===== src/rtl/keypad_pkg.sv =====
// Shared types and constants for the keypad scanner: scan-FSM state encoding,
// frame classification encoding and the default 4x4 key map.
// No ports; imported by keypad_scan_ctrl and keypad_debounce.
package keypad_pkg;

  typedef enum logic [1:0] {
    ST_IDLE  = 2'd0,
    ST_DRIVE = 2'd1,
    ST_EVAL  = 2'd2
  } scan_state_t;

  typedef enum logic [1:0] {
    CLS_NONE   = 2'd0,
    CLS_SINGLE = 2'd1,
    CLS_MULTI  = 2'd2
  } cls_t;

  // Indexed by key index k = c*4 + r, so each group of four entries is one
  // column read top to bottom (r0..r3).
  localparam logic [3:0] KEYMAP_4X4 [16] = '{
    4'h1, 4'h4, 4'h7, 4'h0,   // c0
    4'h2, 4'h5, 4'h8, 4'hF,   // c1
    4'h3, 4'h6, 4'h9, 4'hE,   // c2
    4'hA, 4'hB, 4'hC, 4'hD    // c3
  };

  function automatic logic [3:0] keymap_4x4(input logic [3:0] k);
    return KEYMAP_4X4[k];
  endfunction

endpackage


===== src/rtl/keypad_scan_ctrl_if.sv =====
// Keypad pin and key-event bundle between the scanner and its neighbours.
// master: scanner side (drives columns and key outputs, takes rows and clear).
// slave : keypad/consumer side (drives rows and clear, observes the rest).
interface keypad_scan_ctrl_if #(
  parameter int N_ROWS = 4,
  parameter int N_COLS = 4,
  parameter int CODE_W = 4
);
  logic [N_ROWS-1:0] row_n;      // active-low rows, asynchronous to clk
  logic              clear;      // one-cycle pulse: zero the latched key code
  logic [N_COLS-1:0] col_n;      // one-cold column drive, all ones = idle
  logic [CODE_W-1:0] key_code;   // code of the last accepted key
  logic              key_valid;  // one-cycle strobe per debounced press
  logic              key_held;   // debounced single key currently down
  logic              key_multi;  // last frame had two or more keys down

  modport master (
    input  row_n, clear,
    output col_n, key_code, key_valid, key_held, key_multi
  );

  modport slave (
    output row_n, clear,
    input  col_n, key_code, key_valid, key_held, key_multi
  );
endinterface


===== src/rtl/keypad_debounce.sv =====
// Frame-level debouncer: accepts a new key state after DEBOUNCE_SCANS identical frames.
// Latency: debounced state updates on the clock edge ending the eval cycle; accept is combinational in that cycle.
// Backpressure: none; one candidate per eval strobe, always consumed.
// Ports: clk, rst_n; eval_stb + cand_cls/cand_idx (frame classification);
//        deb_cls (debounced state), accept (state is about to become a new SINGLE).
module keypad_debounce
  import keypad_pkg::*;
#(
  parameter int IDX_W          = 4,
  parameter int DEBOUNCE_SCANS = 4
) (
  input  logic             clk,
  input  logic             rst_n,
  input  logic             eval_stb,
  input  cls_t             cand_cls,
  input  logic [IDX_W-1:0] cand_idx,
  output cls_t             deb_cls,
  output logic             accept
);

  localparam int STAB_W = $clog2(DEBOUNCE_SCANS + 1);
  localparam logic [STAB_W-1:0] STAB_MAX = STAB_W'(DEBOUNCE_SCANS);

  cls_t              prev_cls_q;
  logic [IDX_W-1:0]  prev_idx_q;
  logic [STAB_W-1:0] stab_q;
  logic [STAB_W-1:0] stab_nxt;
  cls_t              deb_cls_q;
  logic [IDX_W-1:0]  deb_idx_q;
  logic              same_as_prev;
  logic              differs;
  logic              update;

  // Candidate index is zero for NONE/MULTI, so a full compare of
  // (class, index) is a correct equality test for every class.
  always_comb begin
    same_as_prev = (cand_cls == prev_cls_q) && (cand_idx == prev_idx_q);
    if (!same_as_prev)
      stab_nxt = STAB_W'(1);
    else if (stab_q == STAB_MAX)
      stab_nxt = stab_q;
    else
      stab_nxt = stab_q + STAB_W'(1);
    differs = (cand_cls != deb_cls_q) || (cand_idx != deb_idx_q);
    update  = eval_stb && (stab_nxt == STAB_MAX) && differs;
    accept  = update && (cand_cls == CLS_SINGLE);
  end

  always_ff @(posedge clk or negedge rst_n) begin
    if (!rst_n) begin
      prev_cls_q <= CLS_NONE;
      prev_idx_q <= '0;
      stab_q     <= '0;
      deb_cls_q  <= CLS_NONE;
      deb_idx_q  <= '0;
    end else if (eval_stb) begin
      prev_cls_q <= cand_cls;
      prev_idx_q <= cand_idx;
      stab_q     <= stab_nxt;
      if (update) begin
        deb_cls_q <= cand_cls;
        deb_idx_q <= cand_idx;
      end
    end
  end

  assign deb_cls = deb_cls_q;

endmodule


===== src/rtl/keypad_scan_ctrl.sv =====
// Matrix-keypad scanner: one-cold column drive, synchronised row sampling, debounced press events.
// Latency: key_valid/key_code appear 1 cycle after the frame's eval cycle; frame = N_COLS*COL_PERIOD_CYC+1 cycles.
// Backpressure: none; key_valid is a fire-and-forget strobe, the consumer must take it in that cycle.
// Ports: clk, rst_n (async, active-low); kp (master modport): row_n/clear in,
//        col_n/key_code/key_valid/key_held/key_multi out.
module keypad_scan_ctrl
  import keypad_pkg::*;
#(
  parameter int N_ROWS         = 4,
  parameter int N_COLS         = 4,
  parameter int COL_PERIOD_CYC = 100000,
  parameter int SETTLE_CYC     = 8,
  parameter int DEBOUNCE_SCANS = 4,
  parameter int CODE_W         = 4
) (
  input  logic                 clk,
  input  logic                 rst_n,
  keypad_scan_ctrl_if.master   kp
);

  localparam int N_KEYS = N_ROWS * N_COLS;
  localparam int IDX_W  = (N_KEYS > 1) ? $clog2(N_KEYS) : 1;
  localparam int CNT_W  = (COL_PERIOD_CYC > 1) ? $clog2(COL_PERIOD_CYC) : 1;
  localparam int COL_W  = (N_COLS > 1) ? $clog2(N_COLS) : 1;

  scan_state_t       state_q;
  scan_state_t       state_nxt;
  logic [CNT_W-1:0]  cnt_q;
  logic [COL_W-1:0]  col_q;
  logic              cnt_last;
  logic              col_last;
  logic              sample_now;
  logic              eval_stb;
  logic [N_COLS-1:0] col_drv;

  logic [N_ROWS-1:0] row_meta_q;
  logic [N_ROWS-1:0] row_sync_q;
  logic [N_KEYS-1:0] frame_q;

  logic [1:0]        n_hit;
  logic [IDX_W-1:0]  hit_idx;
  cls_t              cand_cls;
  logic [IDX_W-1:0]  cand_idx;
  cls_t              deb_cls;
  logic              accept;

  logic [CODE_W-1:0] key_code_q;
  logic              key_valid_q;
  logic              key_multi_q;

  function automatic logic [CODE_W-1:0] code_of(input logic [IDX_W-1:0] k);
    if (N_ROWS == 4 && N_COLS == 4)
      return CODE_W'(keymap_4x4(4'(k)));
    return CODE_W'(k);
  endfunction

  // Rows are asynchronous; idle level (all ones) is the reset value so no
  // phantom press is seen while the synchroniser fills.
  always_ff @(posedge clk or negedge rst_n) begin
    if (!rst_n) begin
      row_meta_q <= '1;
      row_sync_q <= '1;
    end else begin
      row_meta_q <= kp.row_n;
      row_sync_q <= row_meta_q;
    end
  end

  assign cnt_last   = (cnt_q == CNT_W'(COL_PERIOD_CYC - 1));
  assign col_last   = (col_q == COL_W'(N_COLS - 1));
  assign sample_now = (state_q == ST_DRIVE) && (cnt_q == CNT_W'(SETTLE_CYC - 1));

  // Scan FSM: state register
  always_ff @(posedge clk or negedge rst_n) begin
    if (!rst_n) state_q <= ST_IDLE;
    else        state_q <= state_nxt;
  end

  // Scan FSM: next state
  always_comb begin
    state_nxt = state_q;
    case (state_q)
      ST_IDLE:  state_nxt = ST_DRIVE;
      ST_DRIVE: if (cnt_last && col_last) state_nxt = ST_EVAL;
      ST_EVAL:  state_nxt = ST_DRIVE;
      default:  state_nxt = ST_IDLE;
    endcase
  end

  // Scan FSM: outputs. Columns are decoded from registered state, and are
  // released in IDLE (including during reset) and EVAL.
  always_comb begin
    col_drv  = '1;
    eval_stb = 1'b0;
    case (state_q)
      ST_DRIVE: begin
        for (int ci = 0; ci < N_COLS; ci++)
          col_drv[ci] = (col_q != COL_W'(ci));
      end
      ST_EVAL:  eval_stb = 1'b1;
      default:  ;
    endcase
  end

  assign kp.col_n = col_drv;

  // Column dwell counter and column index
  always_ff @(posedge clk or negedge rst_n) begin
    if (!rst_n) begin
      cnt_q <= '0;
      col_q <= '0;
    end else if (state_q == ST_DRIVE) begin
      if (cnt_last) begin
        cnt_q <= '0;
        col_q <= col_last ? '0 : col_q + COL_W'(1);
      end else begin
        cnt_q <= cnt_q + CNT_W'(1);
      end
    end else begin
      cnt_q <= '0;
    end
  end

  // Every column slice is rewritten once per frame, so no frame clear is needed.
  always_ff @(posedge clk or negedge rst_n) begin
    if (!rst_n) begin
      frame_q <= '0;
    end else if (sample_now) begin
      for (int ci = 0; ci < N_COLS; ci++)
        if (col_q == COL_W'(ci))
          frame_q[ci*N_ROWS +: N_ROWS] <= ~row_sync_q;
    end
  end

  // Frame classification: count pressed keys (saturating at 2) and remember
  // the index of a pressed key, which is the key itself when exactly one is down.
  always_comb begin
    n_hit   = 2'd0;
    hit_idx = '0;
    for (int i = 0; i < N_KEYS; i++) begin
      if (frame_q[i]) begin
        hit_idx = IDX_W'(i);
        if (n_hit != 2'd2) n_hit = n_hit + 2'd1;
      end
    end
    case (n_hit)
      2'd0:    cand_cls = CLS_NONE;
      2'd1:    cand_cls = CLS_SINGLE;
      default: cand_cls = CLS_MULTI;
    endcase
    cand_idx = (n_hit == 2'd1) ? hit_idx : '0;
  end

  keypad_debounce #(
    .IDX_W          (IDX_W),
    .DEBOUNCE_SCANS (DEBOUNCE_SCANS)
  ) u_debounce (
    .clk      (clk),
    .rst_n    (rst_n),
    .eval_stb (eval_stb),
    .cand_cls (cand_cls),
    .cand_idx (cand_idx),
    .deb_cls  (deb_cls),
    .accept   (accept)
  );

  // Clear dominates an accept in the same cycle: the code is zeroed and the
  // strobe dropped, while the debouncer still records the press so it is
  // never reported later.
  always_ff @(posedge clk or negedge rst_n) begin
    if (!rst_n) begin
      key_code_q  <= '0;
      key_valid_q <= 1'b0;
      key_multi_q <= 1'b0;
    end else begin
      key_valid_q <= accept && !kp.clear;
      if (kp.clear)
        key_code_q <= '0;
      else if (accept)
        key_code_q <= code_of(cand_idx);
      if (eval_stb)
        key_multi_q <= (n_hit == 2'd2);
    end
  end

  assign kp.key_code  = key_code_q;
  assign kp.key_valid = key_valid_q;
  assign kp.key_held  = (deb_cls == CLS_SINGLE);
  assign kp.key_multi = key_multi_q;

endmodule


===== src/flat_wrapper.sv =====
// flat-port wrapper written by rule: the top's interface ports become plain ports
module keypad_scan_ctrl_flat import keypad_pkg::*;
#(
  parameter int N_ROWS         = 4,
  parameter int N_COLS         = 4,
  parameter int COL_PERIOD_CYC = 100000,
  parameter int SETTLE_CYC     = 8,
  parameter int DEBOUNCE_SCANS = 4,
  parameter int CODE_W         = 4
)
  (clk, rst_n, kp_row_n, kp_clear, kp_col_n, kp_key_code, kp_key_valid, kp_key_held, kp_key_multi);
  keypad_scan_ctrl_if #(.N_ROWS(N_ROWS), .N_COLS(N_COLS), .CODE_W(CODE_W)) kp_i ();
  input  logic clk;
  input  logic rst_n;
  input wire logic [$bits(kp_i.row_n)-1:0] kp_row_n;
  input wire logic [$bits(kp_i.clear)-1:0] kp_clear;
  output wire logic [$bits(kp_i.col_n)-1:0] kp_col_n;
  output wire logic [$bits(kp_i.key_code)-1:0] kp_key_code;
  output wire logic [$bits(kp_i.key_valid)-1:0] kp_key_valid;
  output wire logic [$bits(kp_i.key_held)-1:0] kp_key_held;
  output wire logic [$bits(kp_i.key_multi)-1:0] kp_key_multi;
  assign kp_i.row_n = kp_row_n;
  assign kp_i.clear = kp_clear;
  assign kp_col_n = kp_i.col_n;
  assign kp_key_code = kp_i.key_code;
  assign kp_key_valid = kp_i.key_valid;
  assign kp_key_held = kp_i.key_held;
  assign kp_key_multi = kp_i.key_multi;
  keypad_scan_ctrl #(.N_ROWS(N_ROWS), .N_COLS(N_COLS), .COL_PERIOD_CYC(COL_PERIOD_CYC), .SETTLE_CYC(SETTLE_CYC), .DEBOUNCE_SCANS(DEBOUNCE_SCANS), .CODE_W(CODE_W)) u_core (.clk(clk), .rst_n(rst_n), .kp(kp_i));
endmodule

===== config.mk =====
export PLATFORM = sky130hd
export DESIGN_NAME = keypad_scan_ctrl_flat
export DESIGN_NICKNAME = d
export VERILOG_FILES = /design/src/rtl/keypad_pkg.sv /design/src/rtl/keypad_scan_ctrl_if.sv /design/src/rtl/keypad_debounce.sv /design/src/rtl/keypad_scan_ctrl.sv /design/src/flat_wrapper.sv
export SDC_FILE = /design/constraint.sdc
export NUM_CORES = 1
export LEC_CHECK = 0
export CAP_MARGIN = 30
export CORE_MARGIN = 4
export CORE_UTILIZATION = 35
export DETAILED_ROUTE_END_ITERATION = 10
export PLACE_DENSITY = 0.51
export SYNTH_ARGS = -nofsm -noshare
export SYNTH_HDL_FRONTEND = slang
export SYNTH_SLANG_ARGS = --single-unit

===== constraint.sdc =====
create_clock -name clk -period 13.4 [get_ports clk]
set_clock_uncertainty 0.15 [all_clocks]
set_input_delay 2.68 -clock clk [delete_from_list [all_inputs] [get_ports clk]]
set_output_delay 2.68 -clock clk [all_outputs]
set_load 0.02 [all_outputs]

Yosys cells after proc, flatten, opt, wreduce, memory -nomap -nowiden
Memory sizes are Yosys's and may differ from the RTL's.
Index checks and enable logic that the tools add are counted.
Cells by class
  add/subtract/negate cells: 18
  $mul: 0
  divide/modulo/power cells: 0
  order comparisons: 1
  equal/unequal tests: 36
  shifts and indexed selects: 0
  muxes and demuxes: 64
  bitwise operators: 2
  reductions and logical operators: 21
Operators with widths (number)
  $mux W4: 21
  $mux W2: 32
  $mux W17: 2
  $ne A2 B2 Y1 const B: 17
  $add A2 B1 Y2 const B: 16
  $add A17 B1 Y17 const B: 1
  $eq A17 B17 Y1 const B: 1
  $eq A17 B3 Y1 const B: 1
  $reduce_and A2 Y1: 6
  $eq A2 B1 Y1 const B: 5
  $eq A2 B2 Y1 const B: 4
  $pmux W2 S2: 2
  $logic_and A1 B1 Y1: 7
  $eq A3 B3 Y1 const B: 2
  $logic_not A2 Y1: 3
  $mux W3: 2
  $ge A5 B5 Y1 const B: 1
  $mux W1: 5
  $not A4 Y5: 1
  $eq A4 B4 Y1: 1
  $ne A2 B1 Y1 const B: 2
  $ne A4 B4 Y1: 1
  $not A4 Y4: 1
  $reduce_bool A2 Y1: 2
  6 further kinds: 6
Storage, ports and cells
  bits in registers: 66
  latch bits: 0
  bits in writable memories: 0
  memory bits (read-only): 64
  bits of input ports: 7
  output and inout bits: 11
  logic and storage cells: 160
  memories: 1
Memory list
  (name not given): words 16, width 4, rd ports 1, clocked after memory_dff 0, write ports 0, line keypad_pkg.sv:28  | return KEYMAP_4X4[k];

Logic depth before layout (Yosys ltp)
  depth after elaboration: 60
  gate-level depth with buffers: 34
  depth with buffers taken out: 31

By module
From an unflattened synthesis, not the netlist that was laid out.
Second synthesis, totals
  cells, all modules: 576
  area total of the unflattened synthesis: 5185.0 um^2
Modules (own cells, without submodules)
  keypad_scan_ctrl: instances 1, cells an instance 515, area each 4389.2 um^2, seq. area each 1286.2 um^2
  keypad_debounce: instances 1, cells an instance 61, area each 795.8 um^2, seq. area each 375.4 um^2

Least setup slack after synthesis
No wires, ideal clock.
  path kind: flip-flop to flip-flop
  start: reg u_core.frame_q[0]
  end: reg u_core.key_code_q[1] (netlist: u_core.kp.key_code[1])
  library setup time: 0.133 ns
  data arrival time: 7.052 ns
  required time: 13.117 ns
  slack: 6.065 ns
  cell stages (with the launch flop): 33
  buffers on the path: 2
  clock period less this slack: 7.335 ns
  cell sequence: dfrtp_1 -> inv_1 -> ha_1 -> or4b_4 -> o211ai_2 -> nor4_1 -> a221oi_1 -> mux2_2 -> nor3_2 -> a21oi_1 -> o311ai_4 -> a31oi_1 -> a222oi_1 -> buf_6 -> a21oi_4 -> xnor2_1 -> o221a_1 -> a31oi_1 -> o21ai_0 -> xor2_1 -> ha_1 -> nand2_1 -> o21ai_0 -> a32oi_2 -> nand4bb_4 -> or2_1 -> buf_6 -> nor2_1 -> ha_1 -> mux2i_1 -> o211ai_1 -> a221oi_1 -> a211oi_1
On the way
  cells in the longest elaborated chain, start to end: 56
  elaborated cells between the ends (all ways): 85
  classes of those cells: 15 x add/sub; 22 x eq/ne; 39 x mux; 1 x bitwise; 7 x reduce/logical; 1 x memory
RTL lines
  start: declaration: line keypad_scan_ctrl.sv:38  | logic [N_KEYS-1:0] frame_q;
  start signal: indexed assignment: line keypad_scan_ctrl.sv:131  | frame_q[ci*N_ROWS +: N_ROWS] <= ~row_sync_q;
  $mux W1 (*): line keypad_scan_ctrl.sv:141  | if (frame_q[i]) begin
  $add A2 B1 Y2 / $ne A2 B2 Y1 (equally long branches): line keypad_scan_ctrl.sv:143  | if (n_hit != 2'd2) n_hit = n_hit + 2'd1;
  $mux W2: line keypad_scan_ctrl.sv:143
  $mux W2 (*): line keypad_scan_ctrl.sv:141
  $add A2 B1 Y2 / $ne A2 B2 Y1 (equally long branches): line keypad_scan_ctrl.sv:143
  $mux W2: line keypad_scan_ctrl.sv:143
  $mux W2 (*): line keypad_scan_ctrl.sv:141
  $add A2 B1 Y2 / $ne A2 B2 Y1 (equally long branches): line keypad_scan_ctrl.sv:143
  [34 not listed]
  $mux W2 (*): line keypad_scan_ctrl.sv:141
  $add A2 B1 Y2 / $ne A2 B2 Y1 (equally long branches): line keypad_scan_ctrl.sv:143
  $mux W2: line keypad_scan_ctrl.sv:143
  $mux W2 (*): line keypad_scan_ctrl.sv:141
  $eq A2 B1 Y1 (*): line keypad_scan_ctrl.sv:151  | cand_idx = (n_hit == 2'd1) ? hit_idx : '0;
  $mux W4 (*): line keypad_scan_ctrl.sv:151
  net u_core.cand_idx[1]: line keypad_scan_ctrl.sv:43  | logic [IDX_W-1:0] cand_idx;
  parallel branches: the longest is 8 deep, another holds $mem_v2 Z16 W4
  end signal: assignment: line keypad_scan_ctrl.sv:180  | key_code_q <= code_of(cand_idx);
  end: declaration: line keypad_scan_ctrl.sv:47  | logic [CODE_W-1:0] key_code_q;
Mark *: on every way through the listed nets, which the timed path passes. The select of a mux whose other input is x is not followed.
A chain may end at the register's enable or synchronous reset.

Final worst setup path
Same ends and word-level chain as after synthesis.

==> results.cfg <==
[finish]
final_cell_area_um2 = 5860
final_nets = 612
syn_to_final_growth_pct = 11.8
antenna_cells = 0
drive_above_1_share_pct = 12.8

[timing]
period_share_pct = 64.7
fin_crit_ns = 8.67
finalSetupViolCount = 0
final_hold_viol_count = 0
timing.slew.headroom_pct = 44.2
max_freq_ghz = 0.115
finalSetupTns_ns = 0
rsz0062_at_grt = false
tightest_slew_ns = 0.837
drv_slew = 0

[grt]
grt_use_total_pct = 16.0
grt_pass1_vias = 4455
grt_max_degree = 67
globalRoute.totalOverflow = 0
grt_pass1_wl_mm = 22.2
antenna_found_initial = 0

[critical_path]
cp_data_required_time_ns = 13.44
critPathMaxFanout = 10
crit_path_top_delay_cell = or4b_4
path_buf_inv = 2
cp.arrival_ns = 8.71
crit_family = compound AO/OA/AOI/OAI gates
startpoint_type = register
path_class = register to register
cp-end-kind = register
critPathMaxStageDelay_ns = 0.60

[clock_network]
path_clk_slew_ns = 0.06
clockBufferDepth = 2
cts.htree.levels = 3
cts-root-buf = clkbuf_16
cts_made_buffers = 9
cts.sink_count = 66
cts_resized = 0
post_cts_buffers = 0
postCtsHoldBufs = 0
clk_latency_ns = 0.33
cts_tree = yes

[status]
status = finished clean

[yosys]
yosys.area.top_type = dfrtp_1
avgSynthCellArea_um2 = 8.95
syn_nets = 607
ys.flop_type = dfrtp_1
synth_largest_type_area_fraction_pct = 27.7
synth_cell_types = 93
ys_seq_area_share_pct = 31.7
synthCells = 586
ys_seq_elements = 66
synth-edff-count = 0
ys_top_cells_by_count = dfrtp_1, nand2_1, nor2_1, inv_1
syn_area_um2 = 5240
synthArstFlopShare_pct = 100
netlist_top_cells_area = dfrtp_1, mux2i_1, nand2_1
ys_warn_count = 0

[floorplan]
die_x_um = 130
fp.dieH_um = 130
core_um2 = 14600
die_area_um2 = 17000
num_rows = 44
start_util_pct = 35.9
ios = 18

[routing]
viasPerCell = 5.72
drt-wirelength-per-cell_um = 16.6
ant_nets = 0
drc = 0
dr.pass1.iters = 5
drt_wl_total_mm = 12.9
via_count = 4458
drt-initial-drc-count = 369

[worst_hold_path]
hold_class = register to register

[pwr]
cellPowerDensity_nw_per_um2 = 94.5
ir_drop_uv = 70.0
p_leak_nw = 2.44

[run]
drv_cap = 0

[placed_design]
gp_congestion = 0.885
port_buffers = 17
dpl_cell_area_um2 = 5530
dpl.hpwl_mm = 9.81
[per-stage QoR]
step                instances  utilization [%]  setup slack [ns]  hold slack (ns)  power, W
global placement          764             37.9              5.00            0.197  0.000300
finish                    780             40.2              4.73            0.204  0.000554
floorplan                 586                -              6.07            0.195  0.000279
global route              780             40.2              4.00            0.210  0.000580
detailed placement        764             37.9              4.80            0.197  0.000301
CTS                       780             40.2              4.75            0.205  0.000560
[final cells by class]
type | count | area (um2)
multi-input cells | 465 | 3350
fillers | 1423 | 8730
inverters | 30 | 113
clock inverters | 6 | 90.1
clock buffers | 10 | 239
well taps | 184 | 230
flip-flops and latches | 66 | 1660
repair buffers | 19 | 180
[layout by cell type, fill, tap and decap left out, types with 6 or more instances in the layout]
master           Yosys  layout
nand2_1             58      58
dfrtp_1             58      58
nor2_1              52      52
inv_1               29      29
o21ai_0             26      26
mux2i_1             26      26
a21oi_1             19      19
nand3_1             18      18
xnor2_1             16      16
clkdlybuf4s50_1      0      16
nor3_1              14      14
o211ai_1            14      14
ha_1                14      14
xor2_1              13      13
nor4_1              12      12
a31oi_1              9       9
clkbuf_16            0       9
a211oi_2             8       8
dfstp_2              8       8
nor2b_1              7       7
a211o_1              7       7
and3_1               7       7
and2_1               6       6
a211oi_1             6       6
or3_1                6       6
o21a_1               6       6
nand2b_1             6       6
nand4_1              6       6
[sequential cells by signal, indices dropped and copies added, names as in the netlist]
register / flops
u_core.u_debounce.deb_idx_q: 4
u_core.u_debounce.prev_cls_q: 2
u_core.kp.key_code: 4
u_core.col_q: 2
u_core.cnt_q: 17
u_core.u_debounce.prev_idx_q: 4
u_core.kp.key_multi: 1
u_core.u_debounce.deb_cls: 2
u_core.kp.key_valid: 1
u_core.frame_q: 16
u_core.row_sync_q: 4
u_core.row_meta_q: 4
u_core.state_q: 2
u_core.u_debounce.stab_q: 3
[path summary, 6_finish.rpt]
check                      slack, ns            startpoint                              to  depth (start not counted)
hold / removal                  0.20  u_core.row_meta_q[0]            u_core.row_sync_q[0]                          0
setup reg to reg                4.73     u_core.frame_q[0]           u_core.kp.key_code[1]                         31
min in group asynchronous       2.38                 rst_n  u_core.u_debounce.deb_idx_q[2]                          2
hold reg to reg                 0.20  u_core.row_meta_q[0]            u_core.row_sync_q[0]                          0
max in group asynchronous      10.17                 rst_n                 u_core.cnt_q[0]                          2
setup / recovery                4.73     u_core.frame_q[0]           u_core.kp.key_code[1]                         31
[cell families after synthesis]
logic type               count (synthesis)  share of synthesized area (%)
buffers and inverters                   55                           4.44
multiplexers                            32                           6.30
AND/OR/NAND/NOR                        222                           22.4
adder cells (fa/ha/maj)                 14                           3.34
XOR/XNOR                                32                           5.77
flip-flops                              66                           31.7
AO/OA/AOI/OAI                          165                           26.1
[per-layer routing]
metal | share of wire (%) | global-route usage, % | vias up
met5 | 0 | 0 | -
met4 | 1.6 | 4.96 | 0
met3 | 3.1 | 2.52 | 15
met2 | 49 | 26.6 | 92
met1 | 47 | 21.6 | 2156
li1 | - | - | 2195
[report_power, final]
group | internal [W] | switching [W]
combinational | 0.0000339 | 0.0000592
clock | 0.000168 | 0.0000879
sequential | 0.000202 | 0.00000255
total | 0.000404 | 0.000150
(Power assumes the default switching activity.)
